File: src/rtl/shadow_write_scheduler.sv
// Shadow video RAM write scheduler: a bus-snoop write FIFO and a host
// valid/ready port share one registered memory write stage. The host is
// preferred when the FIFO is empty or has been bypassed too long.
module shadow_write_scheduler #(
  parameter int FIFO_DEPTH   = 4,
  parameter int STARVE_LIMIT = 8
) (
  input  logic                          clk_logic,
  input  logic                          reset,
  input  logic                          bus_wr_i,
  input  logic [15:0]                   bus_addr_i,
  input  logic [7:0]                    bus_data_i,
  input  logic                          bus_aux_i,
  input  logic                          host_valid_i,
  output logic                          host_ready_o,
  input  logic [15:0]                   host_addr_i,
  input  logic [7:0]                    host_data_i,
  input  logic                          host_aux_i,
  output logic                          mem_valid_o,
  input  logic                          mem_ready_i,
  output logic [15:0]                   mem_addr_o,
  output logic [7:0]                    mem_data_o,
  output logic                          mem_aux_o,
  output logic                          mem_src_o,
  output logic [$clog2(FIFO_DEPTH):0]   level_o,
  output logic                          overflow_o
);
  localparam int AW = $clog2(FIFO_DEPTH);
  localparam int LW = AW + 1;

  typedef struct packed {
    logic [15:0] addr;
    logic [7:0]  data;
    logic        aux;
  } wr_req_t;

  typedef enum logic {S_IDLE, S_HOLD} state_t;

  wr_req_t       fifo_q [FIFO_DEPTH];
  logic [AW-1:0] wr_ptr_q, rd_ptr_q;
  logic [LW-1:0] level_q;
  logic [7:0]    starve_q;
  logic          ovf_q;
  state_t        state_q, state_d;
  wr_req_t       out_q;
  logic          src_q;

  logic fifo_empty, fifo_full, starved, load_ok;
  logic host_xfer, pop, push_ok, load;

  assign fifo_empty = (level_q == '0);
  assign fifo_full  = (level_q == LW'(FIFO_DEPTH));
  assign starved    = (starve_q == 8'(STARVE_LIMIT));
  assign load_ok    = (state_q == S_IDLE) || mem_ready_i;
  // Ready may be offered to an idle host only while the FIFO has nothing
  // to send; a starved grant is only meaningful with a request present.
  assign host_ready_o = load_ok && (fifo_empty || (host_valid_i && starved));
  assign host_xfer    = host_valid_i && host_ready_o;
  assign pop          = load_ok && !host_xfer && !fifo_empty;
  // A full FIFO still takes a push when its head leaves in the same cycle.
  assign push_ok      = bus_wr_i && (!fifo_full || pop);
  assign load         = host_xfer || pop;

  assign mem_valid_o = (state_q == S_HOLD);
  assign mem_addr_o  = out_q.addr;
  assign mem_data_o  = out_q.data;
  assign mem_aux_o   = out_q.aux;
  assign mem_src_o   = src_q;
  assign level_o     = level_q;
  assign overflow_o  = ovf_q;

  // FIFO storage; contents need no reset since level gates every read.
  always_ff @(posedge clk_logic) begin
    if (push_ok) fifo_q[wr_ptr_q] <= '{addr: bus_addr_i, data: bus_data_i, aux: bus_aux_i};
  end

  // FIFO pointers, occupancy and sticky overflow.
  always_ff @(posedge clk_logic) begin
    if (reset) begin
      wr_ptr_q <= '0;
      rd_ptr_q <= '0;
      level_q  <= '0;
      ovf_q    <= 1'b0;
    end else begin
      if (push_ok) wr_ptr_q <= wr_ptr_q + 1'b1;
      if (pop)     rd_ptr_q <= rd_ptr_q + 1'b1;
      case ({push_ok, pop})
        2'b10:   level_q <= level_q + 1'b1;
        2'b01:   level_q <= level_q - 1'b1;
        default: level_q <= level_q;
      endcase
      if (bus_wr_i && !push_ok) ovf_q <= 1'b1;
    end
  end

  // Host starvation counter: counts bypassed cycles of a pending request.
  always_ff @(posedge clk_logic) begin
    if (reset)                             starve_q <= '0;
    else if (host_valid_i && !host_ready_o) begin
      if (!starved) starve_q <= starve_q + 1'b1;
    end else                               starve_q <= '0;
  end

  // Output stage state register.
  always_ff @(posedge clk_logic) begin
    if (reset) state_q <= S_IDLE;
    else       state_q <= state_d;
  end

  // Output stage next state: fill on any load, drain when consumed empty-handed.
  always_comb begin
    state_d = state_q;
    case (state_q)
      S_IDLE: if (load) state_d = S_HOLD;
      S_HOLD: if (mem_ready_i && !load) state_d = S_IDLE;
      default: state_d = S_IDLE;
    endcase
  end

  // Output stage payload; held unchanged unless a new write is loaded.
  always_ff @(posedge clk_logic) begin
    if (reset) begin
      out_q <= '0;
      src_q <= 1'b0;
    end else if (host_xfer) begin
      out_q <= '{addr: host_addr_i, data: host_data_i, aux: host_aux_i};
      src_q <= 1'b1;
    end else if (pop) begin
      out_q <= fifo_q[rd_ptr_q];
      src_q <= 1'b0;
    end
  end
endmodule

File: config.mk
export PLATFORM = sky130hd
export DESIGN_NAME = shadow_write_scheduler
export DESIGN_NICKNAME = d
export VERILOG_FILES = /design/src/rtl/shadow_write_scheduler.sv
export SDC_FILE = /design/constraint.sdc
export NUM_CORES = 1
export LEC_CHECK = 0
export CORE_MARGIN = 3
export CORE_UTILIZATION = 58
export DETAILED_ROUTE_END_ITERATION = 8
export PLACE_DENSITY = 0.85
export SLEW_MARGIN = 5
export SYNTH_ARGS = -nofsm -noshare
export SYNTH_HDL_FRONTEND = slang
export SYNTH_SLANG_ARGS = --single-unit
File: constraint.sdc
create_clock -name clk_logic -period 4.03 [get_ports clk_logic]
set_input_delay 0.806 -clock clk_logic [delete_from_list [all_inputs] [get_ports clk_logic]]
set_output_delay 0.806 -clock clk_logic [all_outputs]
set_load 0.02 [all_outputs]
======== Yosys cells after proc, flatten, opt, wreduce, memory -nomap -nowiden ========
Memory sizes are Yosys's and may differ from the RTL's. A register that Yosys moved wholly into a read port is not among the register bits.
Index checks and enable logic that the tools add are counted.
storage, ports and cells
  register bits after elaboration ......... 43
  RAM bits ................................ 100
  input port bits ......................... 55
  output and inout bits ................... 32
  word-level logic and storage cells ...... 57
  memories kept ........................... 1
operators by class
  $add $sub $neg .......................... 5
  equal/unequal tests ..................... 4
  mux-type cells .......................... 12
  bitwise operators ....................... 2
  reductions and logical operators ........ 23
memories
  memory  words  width  read ports  clocked after Yosys merged registers in  write ports  RTL line  RTL
  fifo_q  4      25     1           1                                        1            39        wr_req_t fifo_q [FIFO_DEPTH];
operator list
  cell                   count
  $mux W25               2
  $logic_and A1 B1 Y1    9
  $add A8 B1 Y8 const B  1
  $eq A8 B4 Y1 const B   1
  $logic_not A1 Y1       6
  $mux W1                6
  $pmux W3 S2            1
  $add A2 B1 Y2 const B  2
  $logic_or A1 B1 Y1     4
  $mux W2                2
  $reduce_bool A2 Y1     2
  $add A3 B1 Y3 const B  1
  $eq A3 B3 Y1 const B   1
  $logic_not A3 Y1       1
  $sub A3 B1 Y3 const B  1
  $eq A2 B1 Y1 const B   1
  $eq A2 B2 Y1 const B   1
  $not A1 Y1             2
  $pmux W1 S2            1
  $reduce_or A2 Y1       1

======== Longest topological paths before layout ========
Gate-level depths: netlist of run 1.
  word-level depth ........................ 13
  gate-level depth with buffers ........... 10
  depth with buffers taken out ............ 10

======== Least setup slack after synthesis of run 1 ========
OpenSTA, ideal clock, no wires.
  path type ............................... input to register
  from .................................... input port host_valid_i
  to ...................................... register level_q[2] (netlist: level_o[2])
  library setup time ...................... 0.137 ns
  data arrival time ....................... 2.693 ns
  data required time ...................... 3.893 ns
  setup slack ............................. 1.200 ns
  stages on the path ...................... 8
  buffers on the path ..................... 0
  path through ............................ nor4bb_4 > a211o_1 > nor2_1 > fa_1 > or2_2 > a2111oi_0 > o21bai_1 > a211oi_1
between the ends
  longest elaborated chain between the ends .. 11
  elaborated cells between the ends (all ways) .. 13
  those cells by class .................... eq/ne: 2; mux: 1; reduce/logical: 10
RTL lines
  element                                            RTL line  RTL
  start: declaration                                 14        input logic host_valid_i,
  $logic_and A1 B1 Y1                                57        assign host_ready_o = load_ok && (fifo_empty || (host_valid_i && starved));
  $logic_or A1 B1 Y1                                 57
  $logic_and A1 B1 Y1                                57
  $logic_and A1 B1 Y1 *                              58        assign host_xfer = host_valid_i && host_ready_o;
  $logic_not A1 Y1 *                                 59        assign pop = load_ok && !host_xfer && !fifo_empty;
  $logic_and A1 B1 Y1 * (2 in series)                59
  $logic_or A1 B1 Y1                                 61        assign push_ok = bus_wr_i && (!fifo_full || pop);
  $logic_and A1 B1 Y1                                61
  $eq A2 B1 Y1 or $eq A2 B2 Y1 (tied branches)       87        case ({push_ok, pop})
  $pmux W3 S2 or $reduce_bool A2 Y1 (tied branches)  --
  end signal: assignment                             88        2'b10: level_q <= level_q + 1'b1;
  end signal: assignment                             89        2'b01: level_q <= level_q - 1'b1;
  end signal: assignment                             90        default: level_q <= level_q;
  end: declaration                                   41        logic [LW-1:0] level_q;
Mark *: on every way between the ends. The rest lies on a longest branch, timed or not.
A chain may end at the register's enable or synchronous reset.

======== Worst setup path after layout of run 1 ========
  from .................................... input port host_valid_i
  to ...................................... output port host_ready_o
between the ends
  longest elaborated chain between the ends .. 3
RTL lines
  element              RTL line  RTL
  $logic_and A1 B1 Y1  57
  $logic_or A1 B1 Y1   57
  $logic_and A1 B1 Y1  57
  end: declaration     15        output logic host_ready_o,
No other way between the ends.

==> results.toml, run 1 <==
[outcome]
status = "finished clean"

[finish]
num-fill-cells = 549
layout-drive-gt1-share_pct = 16.7
antenna_cells = 0
syn_to_final_growth_pct = 27.2
stdcell_count = 596
fin_nets = 516
post-route-util_pct = 77.3

[synth]
synth-edff-count = 100
ys_top_cells_by_count = "edfxtp_1, dfxtp_1, nand3_1"
netlist_instances = 362
ys_seq_area_share_pct = 68.2
synthDistinctLibCells = 46
syn_avg_cell_area_um2 = 15.8
netlist_area_mm2 = 0.00572
synth_most_common_cell = "edfxtp_1"
async_flop_share_pct = 0
yosysWarnings = 0
synth.area.top_cells = "edfxtp_1, dfxtp_1, mux4_2, a22oi_1, nand3_1"
yosys.area.top_type_share_pct = 52.5
syn-num-nets = 424
synth-seq-cells = 145
yosysTopAreaCell = "edfxtp_1"
ys.flop_type = "edfxtp_1"

[detailed_routing]
wl_um = 13000
wl_per_cell_um = 21.8
ant_nets = 0
viasPerCell = 6.03
first_pass_iters = 5
detail_route.iter0.violations = 324
drc = 0
vias = 3592

[worst_setup_path]
r2r_slack_ps = 780
crit_arrival_ps = 2660
crit_type = "primary input to primary output"
cp_slowest_stage_delay_ps = 610
required_ps = 3220
timing.rr.end = "level_o[2]"
critPathBufInv = 2
critical_path.top_delay_family = "buffers and inverters"
rr_startpoint = "starve_q[0]"
r2r_cells = 10
cp-end-kind = "primary output"
crit_top_cell = "clkdlybuf4s50_1"
critical_path.startpoint = "host_valid_i"
path_cells = "clkdlybuf4s50_1, nor4bb_4, a21oi_1, nor2_1, clkdlybuf4s50_1"
start_kind = "primary input"
cp_max_fo = 6
slowest_stage = "clkdlybuf4s50_1"

[global_routing]
antenna_found_initial = 0
grt_use_total_pct = 24.9
grt_pass1_wl_um = 20700
grt_overflow = 0
grt_max_degree = 30
grt_pass1_vias = 3634

[worst_hold_path]
hold_start = "overflow_o"
hold_path_depth = 1
hold_path_class = "register to register"
worst_hold_path.endpoint = "overflow_o"

[floorplanning]
coreArea_mm2 = 0.00942
dieArea_mm2 = 0.0111
ioPinCount = 87
rows = 35
initial_utilization_pct = 60.8
dieWidth_um = 105
die-height_um = 105

[power]
power_frac_seq_pct = 39.3
power_density_mw_per_mm2 = 717
p_comb_share_pct = 31.4
switching_share_pct = 33.9
p_int_uw = 3450
p_leak_uw = 0.00243
p_switching_uw = 1770
pwr-share-clk_pct = 29.2
ir_worst_vdd_mv = 0.443

[flow_run]
drv_cap = 0

[clocking]
ctsLongestPathBuffers = 2
cts.sinks = 145
root_buffer = "clkbuf_8"
cts_resized = 0
clkLatencyLatePin_ps = 530
cts_buffers = 17
post_cts_buffers = 0
cts_hold_buf = 0
cts_max_level = 4
path_clk_slew_ps = 70
cts_tree = "done"

[timing]
period_share_pct = 86.1
worst_slack_ps = 562
setup_tns_ps = 0
setup_violations = 0
rsz0062_at_grt = "no"
fmax_mhz = 288
skew_ps = 15.6
worst_pin_slew_ps = 1310
finalHoldViolations = 0
max-slew-margin-rel_pct = 12.9
min_period_ps = 3470
slew_viol_final = 0

[placement]
hpwl_um = 7820
pre_cts_slack_ps = 262
routabilityCongestion = 0.816
io_buffers = 86
dp_cells = 564
layout by cell type (no fill, tap or decap), drive strengths merged, types with 4 or more instances in the layout:
| cell | synthesis | final |
|---|---|---|
| nand3 | 31 | 31 |
| clkbuf | 8 | 17 |
| a21oi | 28 | 28 |
| a211oi | 4 | 4 |
| and2 | 6 | 6 |
| clkdlybuf4s50 | 0 | 86 |
| buf | 13 | 8 |
| mux4 | 25 | 25 |
| edfxtp | 100 | 100 |
| clkinv | 0 | 4 |
| dfxtp | 45 | 45 |
| ha | 6 | 6 |
| inv | 7 | 14 |
| o21ai | 4 | 4 |
| xor2 | 5 | 5 |
| a22oi | 27 | 27 |
| nor2 | 16 | 16 |
registers in the layout (all words and copies together) (netlist names), named ones only:
name         flops
rd_ptr_q         2
wr_ptr_q         2
mem_aux_o        1
fifo_q         100
level_o          3
mem_valid_o      1
starve_q         8
mem_data_o       8
mem_addr_o      16
overflow_o       1
mem_src_o        1
layer usage:
metal,GRT usage (%),routed length (µm)
met2,39.9,6710
met4,8.81,194
met1,33.0,5270
met5,0,0
met3,6.80,816
power groups by stage:
stage               logic (µW)  clock network [µW]  registers, µW
floorplan                  957                   0           2150
finish                    1640                1520           2050
detailed placement        1610                   0           2080
CTS                       1650                1530           2050
global placement          1570                   0           2060
global route              1770                1610           2090
cells by family after synthesis:
kind of cell | after synthesis | synth area share (%)
mux | 28 | 10.6
simple gates | 74 | 7.26
xor+xnor | 8 | 1.22
buf+inv | 28 | 2.54
compound gates | 72 | 8.51
fa+ha+maj | 7 | 1.66
flops | 145 | 68.2
through the flow:
stage	power, µW	instance area, µm²	hold WS (ps)
CTS	5240	7270	480
detailed placement	3690	6690	464
finish	5210	7270	474
floorplan	3110	5720	459
global placement	3630	6690	454
global route	5460	7270	506
how the worst max path moves through the flow:
stage                   end  slack [ps]  cells past startpoint
2_1_floorplan    level_o[2]        1200                      8
4_1_cts        host_ready_o         560                      5
3_5_place_dp     level_o[2]         260                      9
5_1_grt        host_ready_o         420                      5
6_report       host_ready_o         560                      5
3_3_place_gp     level_o[2]         400                      9
worst register-to-register path: cells and delay by family (launching register included):
family | cells | cell delay, ps
AO/OA/AOI/OAI | 4 | 1260
adder cells (fa/ha/maj) | 2 | 580
AND/OR/NAND/NOR | 3 | 860
flip-flops | 1 | 350
buffers and inverters | 1 | 120
cell type report:
class                           instances  area (µm²)  share of cell area [%]
Inverter                                7        26.3                   0.361
Timing Repair Buffer                   94         921                    12.7
Clock buffer                           17         414                    5.69
Sequential cell                       145        3910                    53.7
Multi-Input combinational cell        189        1680                    23.1
Clock inverter                         15         168                    2.30
Tap cell                              129         161                    2.22
Power figures use the tool's default switching activity.
==> run 2: changes to the inputs <==
--- a/config.mk
+++ b/config.mk
@@ -5,10 +5,12 @@
 export SDC_FILE = /design/constraint.sdc
 export NUM_CORES = 1
 export LEC_CHECK = 0
+export CELL_PAD_IN_SITES_DETAIL_PLACEMENT = 2
+export CELL_PAD_IN_SITES_GLOBAL_PLACEMENT = 2
 export CORE_MARGIN = 3
-export CORE_UTILIZATION = 58
+export CORE_UTILIZATION = 41
 export DETAILED_ROUTE_END_ITERATION = 8
-export PLACE_DENSITY = 0.85
+export PLACE_DENSITY_LB_ADDON = 0.1
 export SLEW_MARGIN = 5
 export SYNTH_ARGS = -nofsm -noshare
 export SYNTH_HDL_FRONTEND = slang
==> results.toml, run 2 (synthesized netlist as in run 1, its figures left out) <==
[clocking]
post_cts_buffers = 0
clkLatencyLatePin_ps = 420
cts_buffers = 17
cts_tree = "done"
cts_resized = 0
ctsLongestPathBuffers = 2
cts_hold_buf = 0
cts.sinks = 145
cts_max_level = 4
path_clk_slew_ps = 60
root_buffer = "clkbuf_16"

[timing]
finalHoldViolations = 0
period_share_pct = 85.4
slew_viol_final = 0
fmax_mhz = 290
rsz0062_at_grt = "no"
max-slew-margin-rel_pct = 33.8
skew_ps = 12.7
worst_hold_slack_ps = 469
setup_tns_ps = 0
worst_pin_slew_ps = 993
min_period_ps = 3440
setup_violations = 0

[flow_run]
drv_cap = 0

[finish]
largest_register_ff_count = 100
ff_latch_area_mm2 = 0.00391
syn_to_final_growth_pct = 28.7
antenna_cells = 0
post-route-util_pct = 54.7
fin_nets = 516
layout-drive-gt1-share_pct = 16.5
multi_input_area_mm2 = 0.00168
regMostFlops = "fifo_q"
stdcell_count = 643
num-fill-cells = 1246
layout_commonest_cell = "edfxtp_1"
most-common-layout-cells = "edfxtp_1, clkdlybuf4s50_1, dfxtp_1"

[power]
total_power_uw = 5410
power_density_mw_per_mm2 = 734
ir_worst_vdd_mv = 0.315
p_leak_uw = 0.00245

[worst_setup_path]
crit_type = "primary input to primary output"
cp_max_fo = 6
required_ps = 3220
cp-end-kind = "primary output"
start_kind = "primary input"
crit_arrival_ps = 2640

[worst_hold_path]
hold_path_class = "register to register"

[floorplanning]
ioPinCount = 87
dieArea_mm2 = 0.0154
rows = 42
coreArea_mm2 = 0.0135
dieWidth_um = 124
initial_utilization_pct = 42.5
die-height_um = 124

[placement]
hpwl_um = 9620
dp_cells = 611
routabilityCongestion = 0.757
io_buffers = 86

[detailed_routing]
drc = 0
wl_per_cell_um = 24.1
detail_route.iter0.violations = 245
ant_nets = 0
first_pass_iters = 5
wl_um = 15500
viasPerCell = 5.54
vias = 3561

[global_routing]
grt_overflow = 0
grt_pass1_wl_um = 24000
grt_pass1_vias = 4080
grt_use_total_pct = 21.8
grt_max_degree = 39
antenna_found_initial = 0

[outcome]
status = "finished clean"
[run 2: changes by cell type in the layout (fill, tap and decap cells not counted), sizes merged]
cell / change
inv: -6
bufinv: +3
clkinv: +3
buf: +1
clkbuf: +1
clkdlybuf4s50: -1
clkinvlp: -1
[run 2: worst paths after layout]
path           startpoint            to  slack (ps)  depth (start not counted)
max          host_valid_i  host_ready_o         590                          5
min            overflow_o    overflow_o         470                          1
max reg2reg   starve_q[0]    level_o[2]         890                         10
min reg2reg    overflow_o    overflow_o         470                          1
[run 2: per-layer routing]
| metal | GRT usage (%) | up-vias | wire (µm) |
|---|---|---|---|
| li1 | - | 1611 | - |
| met1 | 26.9 | 1836 | 6290 |
| met2 | 38.2 | 98 | 8350 |
| met3 | 4.50 | 16 | 663 |
| met4 | 7.53 | 0 | 193 |
| met5 | 0 | - | 0 |
[run 2: layout make-up]
| cell class | count | share of cell area (%) |
|---|---|---|
| Clock buffer | 18 | 5.83 |
| Inverter | 7 | 0.357 |
| Sequential cell | 145 | 53.0 |
| Timing Repair Buffer | 94 | 12.4 |
| Multi-Input combinational cell | 189 | 22.8 |
| Tap cell | 176 | 2.99 |
| Clock inverter | 14 | 2.57 |
[run 2: critical path: stages]
cell and delay [ps]:
clkdlybuf4s50_1 590, nor4bb_4 380, a21oi_1 130, nor2_1 120, clkdlybuf4s50_1 610
[run 2: per-stage QoR]
stage,setup slack (ps),area [µm²]
5_1_grt,412,7360
3_5_place_dp,220,6750
4_1_cts,577,7360
6_report,587,7360
2_1_floorplan,1200,5720
3_3_place_gp,333,6750
[run 2: report_power, final]
part	internal [µW]	switching, µW
registers	1870	205
clock network	1030	612
logic	739	951
total	3640	1770
